$ cat src/rtl/pwm_duty_meter.sv
// pwm_duty_meter: measures high time, period and integer duty percentage
// of an asynchronous PWM line. Each period is timed between rising edges.
// A 7-step restoring divider produces floor(high*100/period).
// Lines that stop toggling are reported through a timeout result, which
// does not go through the divider.
// Optional build macro: PWM_METER_DEGLITCH_EN. It adds a 3-cycle hold filter
// after the synchronizer.
module pwm_duty_meter #(
  parameter int CNT_W          = 16,
  parameter int TIMEOUT_CYCLES = 1000,
  parameter int SYNC_STAGES    = 2
) (
  input  logic             clk,
  input  logic             rst_n,
  input  logic             pwm_in,
  output logic [CNT_W-1:0] high_cnt,
  output logic [CNT_W-1:0] period_cnt,
  output logic [6:0]       duty_pct,
  output logic             valid,
  output logic             timeout,
  output logic             busy
);
  localparam int NUM_W = CNT_W + 7;
  localparam logic [CNT_W-1:0] TMO = CNT_W'(TIMEOUT_CYCLES);

  typedef enum logic [1:0] {S_WAIT, S_HIGH, S_LOW, S_STUCK} state_e;

  logic [SYNC_STAGES-1:0] sync_q;
  logic                   s_pwm;
  logic                   s_prev_q;
  logic                   rise, fall;

  state_e                 state_q;
  logic [CNT_W-1:0]       cnt_q;
  logic [CNT_W-1:0]       cnt_inc;
  logic [CNT_W-1:0]       hi_snap_q;
  logic                   tmo_pend_q;
  logic                   tmo_lvl_q;
  logic                   exp_edge;
  logic                   tmo_hit;
  logic                   snap_go;

  logic [NUM_W-1:0]       rem_q, dsh_q, rem_d;
  logic [6:0]             quo_q, quo_d;
  logic [2:0]             it_q;
  logic [CNT_W-1:0]       hi_op_q, per_op_q;
  logic                   ge;

  logic [CNT_W-1:0]       high_q, period_q;
  logic [6:0]             duty_q;
  logic                   valid_q, timeout_q, busy_q;

  // Input synchronizer chain for the asynchronous PWM line
  always_ff @(posedge clk or negedge rst_n) begin
    if (!rst_n) sync_q <= '0;
    else        sync_q <= {sync_q[SYNC_STAGES-2:0], pwm_in};
  end

`ifdef PWM_METER_DEGLITCH_EN
  logic       filt_q;
  logic [1:0] hold_q;

  // Level filter: follow the synchronized input only after 3 stable cycles
  always_ff @(posedge clk or negedge rst_n) begin
    if (!rst_n) begin
      filt_q <= 1'b0;
      hold_q <= '0;
    end else if (sync_q[SYNC_STAGES-1] == filt_q) begin
      hold_q <= '0;
    end else if (hold_q == 2'd2) begin
      filt_q <= sync_q[SYNC_STAGES-1];
      hold_q <= '0;
    end else begin
      hold_q <= hold_q + 2'd1;
    end
  end

  assign s_pwm = filt_q;
`else
  assign s_pwm = sync_q[SYNC_STAGES-1];
`endif

  // Previous filtered level, used for edge detection
  always_ff @(posedge clk or negedge rst_n) begin
    if (!rst_n) s_prev_q <= 1'b0;
    else        s_prev_q <= s_pwm;
  end

  assign rise = s_pwm & ~s_prev_q;
  assign fall = ~s_pwm & s_prev_q;

  // Work out which edge the current state waits for
  always_comb begin
    exp_edge = 1'b0;
    case (state_q)
      S_WAIT, S_LOW: exp_edge = rise;
      S_HIGH:        exp_edge = fall;
      default:       exp_edge = 1'b0;
    endcase
  end

  // >= rather than ==: a falling edge landing exactly on the limit pushes cnt one past it
  assign tmo_hit = (state_q != S_STUCK) && (cnt_q >= TMO) && !exp_edge;
  assign snap_go = (state_q == S_LOW) && rise;
  assign cnt_inc = (cnt_q == {CNT_W{1'b1}}) ? cnt_q : cnt_q + 1'b1;

  // Measurement FSM: period counter, high-time snapshot, stuck detection
  always_ff @(posedge clk or negedge rst_n) begin
    if (!rst_n) begin
      state_q    <= S_WAIT;
      cnt_q      <= '0;
      hi_snap_q  <= '0;
      tmo_pend_q <= 1'b0;
      tmo_lvl_q  <= 1'b0;
    end else begin
      tmo_pend_q <= 1'b0;
      if (tmo_hit) begin
        state_q    <= S_STUCK;
        tmo_pend_q <= 1'b1;
        tmo_lvl_q  <= s_pwm;
      end else begin
        case (state_q)
          S_WAIT: begin
            if (rise) begin
              state_q <= S_HIGH;
              cnt_q   <= CNT_W'(1);
            end else begin
              cnt_q <= cnt_inc;
            end
          end
          S_HIGH: begin
            if (fall) begin
              hi_snap_q <= cnt_q;
              state_q   <= S_LOW;
            end
            cnt_q <= cnt_inc;
          end
          S_LOW: begin
            if (rise) begin
              state_q <= S_HIGH;
              cnt_q   <= CNT_W'(1);
            end else begin
              cnt_q <= cnt_inc;
            end
          end
          default: begin
            // S_STUCK: hold the count until the line moves again
            if (rise) begin
              state_q <= S_HIGH;
              cnt_q   <= CNT_W'(1);
            end else if (fall) begin
              state_q <= S_WAIT;
              cnt_q   <= '0;
            end
          end
        endcase
      end
    end
  end

  // One restoring step: the divisor shifts right one bit per step
  always_comb begin
    ge    = (rem_q >= dsh_q);
    rem_d = ge ? rem_q - dsh_q : rem_q;
    quo_d = {quo_q[5:0], ge};
  end

  // Divider sequencing and result registers; a timeout result overrides the divider
  always_ff @(posedge clk or negedge rst_n) begin
    if (!rst_n) begin
      rem_q     <= '0;
      dsh_q     <= '0;
      quo_q     <= '0;
      it_q      <= '0;
      hi_op_q   <= '0;
      per_op_q  <= '0;
      high_q    <= '0;
      period_q  <= '0;
      duty_q    <= '0;
      valid_q   <= 1'b0;
      timeout_q <= 1'b0;
      busy_q    <= 1'b0;
    end else begin
      valid_q <= 1'b0;
      if (tmo_pend_q) begin
        busy_q    <= 1'b0;
        valid_q   <= 1'b1;
        timeout_q <= 1'b1;
        period_q  <= TMO;
        high_q    <= tmo_lvl_q ? TMO : '0;
        duty_q    <= tmo_lvl_q ? 7'd100 : 7'd0;
      end else if (tmo_hit) begin
        busy_q <= 1'b0;
      end else if (busy_q) begin
        rem_q <= rem_d;
        dsh_q <= dsh_q >> 1;
        quo_q <= quo_d;
        it_q  <= it_q + 3'd1;
        if (it_q == 3'd6) begin
          busy_q    <= 1'b0;
          valid_q   <= 1'b1;
          timeout_q <= 1'b0;
          high_q    <= hi_op_q;
          period_q  <= per_op_q;
          duty_q    <= quo_d;
        end
      end else if (snap_go) begin
        busy_q   <= 1'b1;
        it_q     <= '0;
        quo_q    <= '0;
        rem_q    <= NUM_W'(hi_snap_q) * NUM_W'(100);
        dsh_q    <= NUM_W'(cnt_q) << 6;
        hi_op_q  <= hi_snap_q;
        per_op_q <= cnt_q;
      end
    end
  end

  assign high_cnt   = high_q;
  assign period_cnt = period_q;
  assign duty_pct   = duty_q;
  assign valid      = valid_q;
  assign timeout    = timeout_q;
  assign busy       = busy_q;

endmodule

$ cat config.mk
export PLATFORM = sky130hd
export DESIGN_NAME = pwm_duty_meter
export DESIGN_NICKNAME = d
export VERILOG_FILES = /design/src/rtl/pwm_duty_meter.sv
export SDC_FILE = /design/constraint.sdc
export NUM_CORES = 1
export LEC_CHECK = 0
export ABC_AREA = 1
export CELL_PAD_IN_SITES_DETAIL_PLACEMENT = 1
export CELL_PAD_IN_SITES_GLOBAL_PLACEMENT = 1
export CORE_MARGIN = 8
export CORE_UTILIZATION = 49
export DETAILED_ROUTE_END_ITERATION = 7
export GPL_TIMING_DRIVEN = 0
export PLACE_DENSITY = 0.92
export SLEW_MARGIN = 20
export SYNTH_ARGS = -nofsm -noshare
export SYNTH_HDL_FRONTEND = slang
export SYNTH_SLANG_ARGS = --single-unit
export TNS_END_PERCENT = 100
$ cat constraint.sdc
create_clock -name clk -period 7.27 [get_ports clk]
set_input_delay 1.8175 -clock clk [delete_from_list [all_inputs] [get_ports clk]]
set_output_delay 1.8175 -clock clk [all_outputs]
set_load 0.05 [all_outputs]
=== Yosys cells after proc, flatten, opt, wreduce, memory -nomap -nowiden ===
Index checks and enable logic that the tools add are counted.

* Output and inout port bits: 42
* Register bits after elaboration: 168
* Logic and storage cells: 108
* Input bits: 3

* Bitwise logic cells: 7
* Add/sub/neg operators: 3
* Reduce and logical (&&, ||, !) cells: 18
* Equal/unequal tests: 9
* $mul: 1
* Mux-type cells: 49
* Order comparisons: 2

{| class="wikitable"
|+ Operators with widths
! kind !! count
|-
| 2-to-1 mux 16 bit || 12
|-
| 2-to-1 mux 23 bit || 5
|-
| 2-to-1 mux 7 bit || 5
|-
| one-hot mux 16 bit (2 select lines) || 1
|-
| >= comparator 23 bit || 1
|-
| subtractor 23 bit || 1
|-
| multiplier 16 x 5 -> 21 bit (second input constant) || 1
|-
| adder 16 x 1 -> 16 bit (second input constant) || 1
|-
| == test 16 bit (second input constant) || 1
|-
| >= comparator 16 x 10 -> 1 bit (second input constant) || 1
|-
| 2-to-1 mux 1 bit || 14
|-
| 2-to-1 mux 6 bit || 2
|-
| AND reduction 3 bit || 4
|-
| 2-to-1 mux 10 bit || 1
|-
| 2-to-1 mux 2 bit || 5
|-
| AND reduction 4 bit || 2
|-
| 2-to-1 mux 3 bit || 2
|-
| inequality test 2 bit (second input constant) || 3
|-
| nonzero test 2 bit || 3
|-
| NOT 1 bit || 5
|-
| one-hot mux 2 bit (2 select lines) || 1
|-
| nonzero test 4 bit || 1
|-
| adder 3 x 1 -> 3 bit (second input constant) || 1
|-
| == test 3 bit (second input constant) || 1
|-
| other kinds (12) || 15
|}

=== Depth between registers and ports, before layout ===
* Depth after elaboration: 7
* Mapped depth: 19
* Gate-level depth less buffers: 19

=== Worst setup path before layout ===
OpenSTA, ideal clock, no wires.

* Path kind: register to register
* Start: register hi_snap_q[8]
* End: register rem_q[20]
* Stages on the path, launching flop included: 17
* Required time: 7.153 ns
* Buffers on the path: 0
* Arrival time: 2.642 ns
* Clock period less this slack: 2.759 ns
* Slack: 4.511 ns
* Setup time: 0.117 ns
* Path through: dfrtp_1 ha_1 ha_1 inv_1 fa_1 inv_1 ha_1 nand2_1 inv_1 a21oi_1 nor2_1 nor2_1 nand3_1 nand3_1 nand2_1 nand2_1 nand2_1

* Word-level cells in the longest chain between the ends: 3

{| class="wikitable"
|+ Ends and longest elaborated chain
! what !! line !! text
|-
| start: declaration || 36 || <nowiki>logic [CNT_W-1:0] hi_snap_q;</nowiki>
|-
| start signal: assignment || 133 || <nowiki>hi_snap_q <= cnt_q;</nowiki>
|-
| multiplier 16 x 5 -> 21 bit || 211 || <nowiki>rem_q <= NUM_W'(hi_snap_q) * NUM_W'(100);</nowiki>
|-
| 2-to-1 mux 23 bit || 207 || <nowiki>end else if (snap_go) begin</nowiki>
|-
| 2-to-1 mux 23 bit || 194 || <nowiki>end else if (busy_q) begin</nowiki>
|-
| end signal: assignment || 195 || <nowiki>rem_q <= rem_d;</nowiki>
|-
| end signal: assignment || 211 ||
|-
| end: declaration || 43 || <nowiki>logic [NUM_W-1:0] rem_q, dsh_q, rem_d;</nowiki>
|}

No other way between the ends. The select of a mux whose other input is x is not followed.
A chain may end at the register's enable or synchronous reset.

=== Final worst setup path ===
* Start: register period_q[0] (netlist: period_cnt[0])
* End: output period_cnt[0]

{| class="wikitable"
|+ RTL lines
! what !! line !! text
|-
| start: declaration || 49 || <nowiki>logic [CNT_W-1:0] high_q, period_q;</nowiki>
|-
| start signal: assignment || 204 || <nowiki>period_q <= per_op_q;</nowiki>
|-
| end: declaration || 17 || <nowiki>output logic [CNT_W-1:0] period_cnt,</nowiki>
|}

No word-level cell between the ends.

==> summary.md <==
| Metric | Value |
|---|---|
| Post-Synthesis Cells | 1433 |
| Comb pwr share | 53.9% |
| Cell Area, Synth | 10540 um2 |
| P_leak | 6.463 nW |
| Setup crit end kind | output pin |
| Placed cell count | 1753 |
| DRT antenna net count | 0 |
| I/O pin cnt | 45 |
| Relative slew slack | 46.68% |
| Buf/Inv on CP | 1 |
| Net Sw Frac | 51.93% |
| Final setup viols | 0 |
| Placed cell area | 11350 um2 |
| Die area | 26450 um2 |
| Synth Area in Adders | 11.78% |
| Slew Limit Fails | 0 |
| Post-synth EDFFs | 0 |
| Final hold vios | 0 |
| Diodes inserted | 0 |
| Largest fanout on the critical path | 2 |
| Gr ovfl total | 0 |
| Wirelength per Cell | 22.28 um |
| Fin cells | 1785 |
| Drt drc | 0 |
| Drt first pass iters | 5 |
| Total wire length | 39780 um |
| Number of post-CTS setup repair buffers | 0 |
| Total Power | 5.033 mW |
| Warnings, synthesis | 0 |
| Skew final | 0.02430 ns |
| Number of global-route vias before repair | 10.99k |
| WS Path Type | flop to output pin |
| TritonCTS Buffers | 17 |
| Starting Density | 49.96% |
| Fillers | 2636 |
| Status | finished clean |
| Area growth syn-to-layout | 13.49% |
| Final Util | 56.70% |
| Async SR Flop Fraction | 100.0% |
| Sequential share of the synthesized area | 39.67% |
| Worst Max-Slew Pin Slew | 0.7998 ns |
| Prevailing post-synth register cell | dfrtp_1 |
| Post-synthesis compound-gate area fraction | 8.694% |
| Setup TNS | 0 ns |
| Reg power frac | 26.8% |
| Worst IR Drop VDD | 0.1963 mV |
| Initial antenna violation count | 0 |
| Synth Net Count | 1528 |
| Syn avg cell area | 7.352 um2 |
| Row count | 53 |
| Clock Power Share | 19.3% |
| First-pass GRT wire length | 61840 um |
| Synth cell types | 37 |
| Multiplexer share of the synthesized area | 0% |
| P_sw | 2.614 mW |
| Vert. Die Dim | 162.6 um |
| Clock Latency Late Sink | 0.47 ns |
| CP required | 5.45 ns |
| Clock period minus worst slack | 3.537 ns |
| Vias | 10.46k |
| Final Instance Area | 11960 um2 |
| Worst hold path class | flop to flop |
| Internal | 2.419 mW |
| Port buffer count | 44 |
| Crit-path slowest cell | clkdlybuf4s50_1 |
| Fin crit share | 48.65% |
| Root buf cell | clkbuf_16 |
| TritonCTS clock tree | done |
| CP peak stage delay | 0.85 ns |
| Core area | 21090 um2 |
| Max-cap violations | 0 |
| H-Tree Depth | 4 |
| DP HPWL | 27200 um |
| Layout cells sized above 1 | 5.099% |
| Worst path cell trace | clkdlybuf4s50_1 |
| Largest net degree at the start of global routing | 95 |
| Routability cong. | 0.9022 |
| Iteration-0 DRC Markers | 782 |
| DR vias/cell | 5.857 |
| GRT Overall Usage | 30.47% |
| Clk sinks | 167 |
| Worst Setup Start Kind | flop |
| Post-Synth XOR/XNOR Area | 1.746% |
| Post-CTS Resized | 0 |
| Main combinational cell family by area after synthesis | simple AND/OR/NAND/NOR gates |
| Largest delay contributor family on the critical path | buffers and inverters |
| Yosys reg bits | 167 |
| Hold-fix buffers at CTS | 0 |
| PD cells | 420.9 nW/um2 |
| RSZ-0062 raised after global routing | false |
| Nets | 1592 |
| F_max | 0.2827 GHz |
| Arrival time worst endpoint | 1.72 ns |
| Clock slew at reported path FFs | 0.10 ns |
| Die W | 162.6 um |
| Clock Tree Buf Depth | 2 |
| Synth Area in Simple Gates | 28.24% |
==> power groups by stage <==
stage | sequential [mW] | clock (mW) | combinational (mW)
global route | 1.36 | 0.999 | 2.96
detailed placement | 1.34 | 0 | 2.56
finish | 1.35 | 0.972 | 2.71
floorplan | 1.50 | 0 | 1.56
global placement | 1.32 | 0 | 2.41
CTS | 1.34 | 0.970 | 2.68
==> area by class of cell <==
class | count | area [um2] | share of cell area (%)
plain buffers | 38 | 180.2 | 1.507
multi-input cells | 999 | 5316 | 44.46
clock inverters | 15 | 178.9 | 1.496
flip-flops and latches | 167 | 4179 | 34.95
well taps | 275 | 344.1 | 2.878
repair buffers | 45 | 473.0 | 3.956
inverters | 229 | 859.6 | 7.189
clock buffers | 17 | 425.4 | 3.558
==> cell usage after synthesis, types with 3 or more instances <==
master    instances  area (um2)
nand3b_1          8       60.06
xnor2_1           4       35.03
a31oi_1           8       50.05
xor2_1           17       148.9
nand2_1         481        1805
ha_1             80        1001
o211ai_1         18       135.1
fa_1             12       240.2
inv_1           221       829.6
inv_2             8       30.03
nand2_2           4       25.02
o21ai_1          17       85.08
dfrtp_1         167        4179
buf_2            18       90.09
nand3_1          98       490.5
buf_4             4       30.03
nor3_1           10       50.05
o22ai_1           7       43.79
a21oi_1          35       175.2
buf_1             3       11.26
o21ai_0          79       395.4
clkbuf_1         13       48.80
nor2_1           94       352.8
nand4_1           9       56.30
==> placed cells by master, fill, tap and decap left out, drive strengths merged <==
| cell type | count |
|---|---|
| o22ai | 7 |
| ha | 80 |
| o221ai | 1 |
| clkdlybuf4s50 | 43 |
| and3 | 1 |
| o31ai | 2 |
| and2 | 2 |
| o21ai | 96 |
| nand2 | 487 |
| or3 | 1 |
| clkinv | 8 |
| nor2 | 98 |
| inv | 236 |
| nor4 | 1 |
| a21oi | 35 |
| fa | 12 |
| nand3 | 99 |
| nand3b | 8 |
| nor3 | 12 |
| xor2 | 17 |
| xnor2 | 4 |
| nand4 | 9 |
| clkbuf | 30 |
| buf | 27 |
| o21bai | 1 |
| dfrtp | 167 |
| o211ai | 18 |
| a31oi | 8 |
==> logic make-up after synthesis <==
| family | Yosys count |
|---|---|
| AOI/OAI and AO/OA | 168 |
| and+or+nand+nor | 718 |
| xor gates and xnor gates | 21 |
| DFF | 167 |
| buffers and inverters | 267 |
| adders and majority gates | 92 |
==> layer usage <==
| layer | GRT usage, % | vias up | wire length (um) |
|---|---|---|---|
| met1 | 35.79 | 5190 | 15330 |
| li1 | - | 4634 | - |
| met2 | 51.36 | 471 | 19660 |
| met5 | 0 | - | 0 |
| met3 | 5.359 | 160 | 2561 |
| met4 | 18.60 | 0 | 2234 |
==> flip-flops by register name, summed over array words and instances, names as in the netlist <==
register,cells
dsh_q,22
it_q,3
tmo_pend_q,1
tmo_lvl_q,1
s_prev_q,1
hi_snap_q,16
duty_pct,7
hi_op_q,16
valid,1
cnt_q,16
sync_q,2
high_cnt,16
period_cnt,16
timeout,1
quo_q,6
state_q,2
per_op_q,16
busy,1
rem_q,23
==> final timing paths <==
kind                          startpoint  slack [ns]  cells past startpoint            end
hold / removal                 sync_q[0]        0.35                      0      sync_q[1]
max in group asynchronous          rst_n        5.02                      2  hi_snap_q[14]
min in group asynchronous          rst_n        1.32                      1       dsh_q[2]
hold reg to reg                sync_q[0]        0.35                      0      sync_q[1]
setup reg to reg            hi_snap_q[5]        3.91                     17      rem_q[22]
setup / recovery           period_cnt[0]        3.73                      1  period_cnt[0]
==> through the flow <==
step,hold WS [ns],worst slack (ns)
3_5_place_dp,0.3373,4.053
5_1_grt,0.3585,3.707
4_1_cts,0.3554,3.718
6_report,0.3547,3.733
3_3_place_gp,0.3330,-2.571
2_1_floorplan,0.3312,4.511
(Power assumes the default switching activity.)
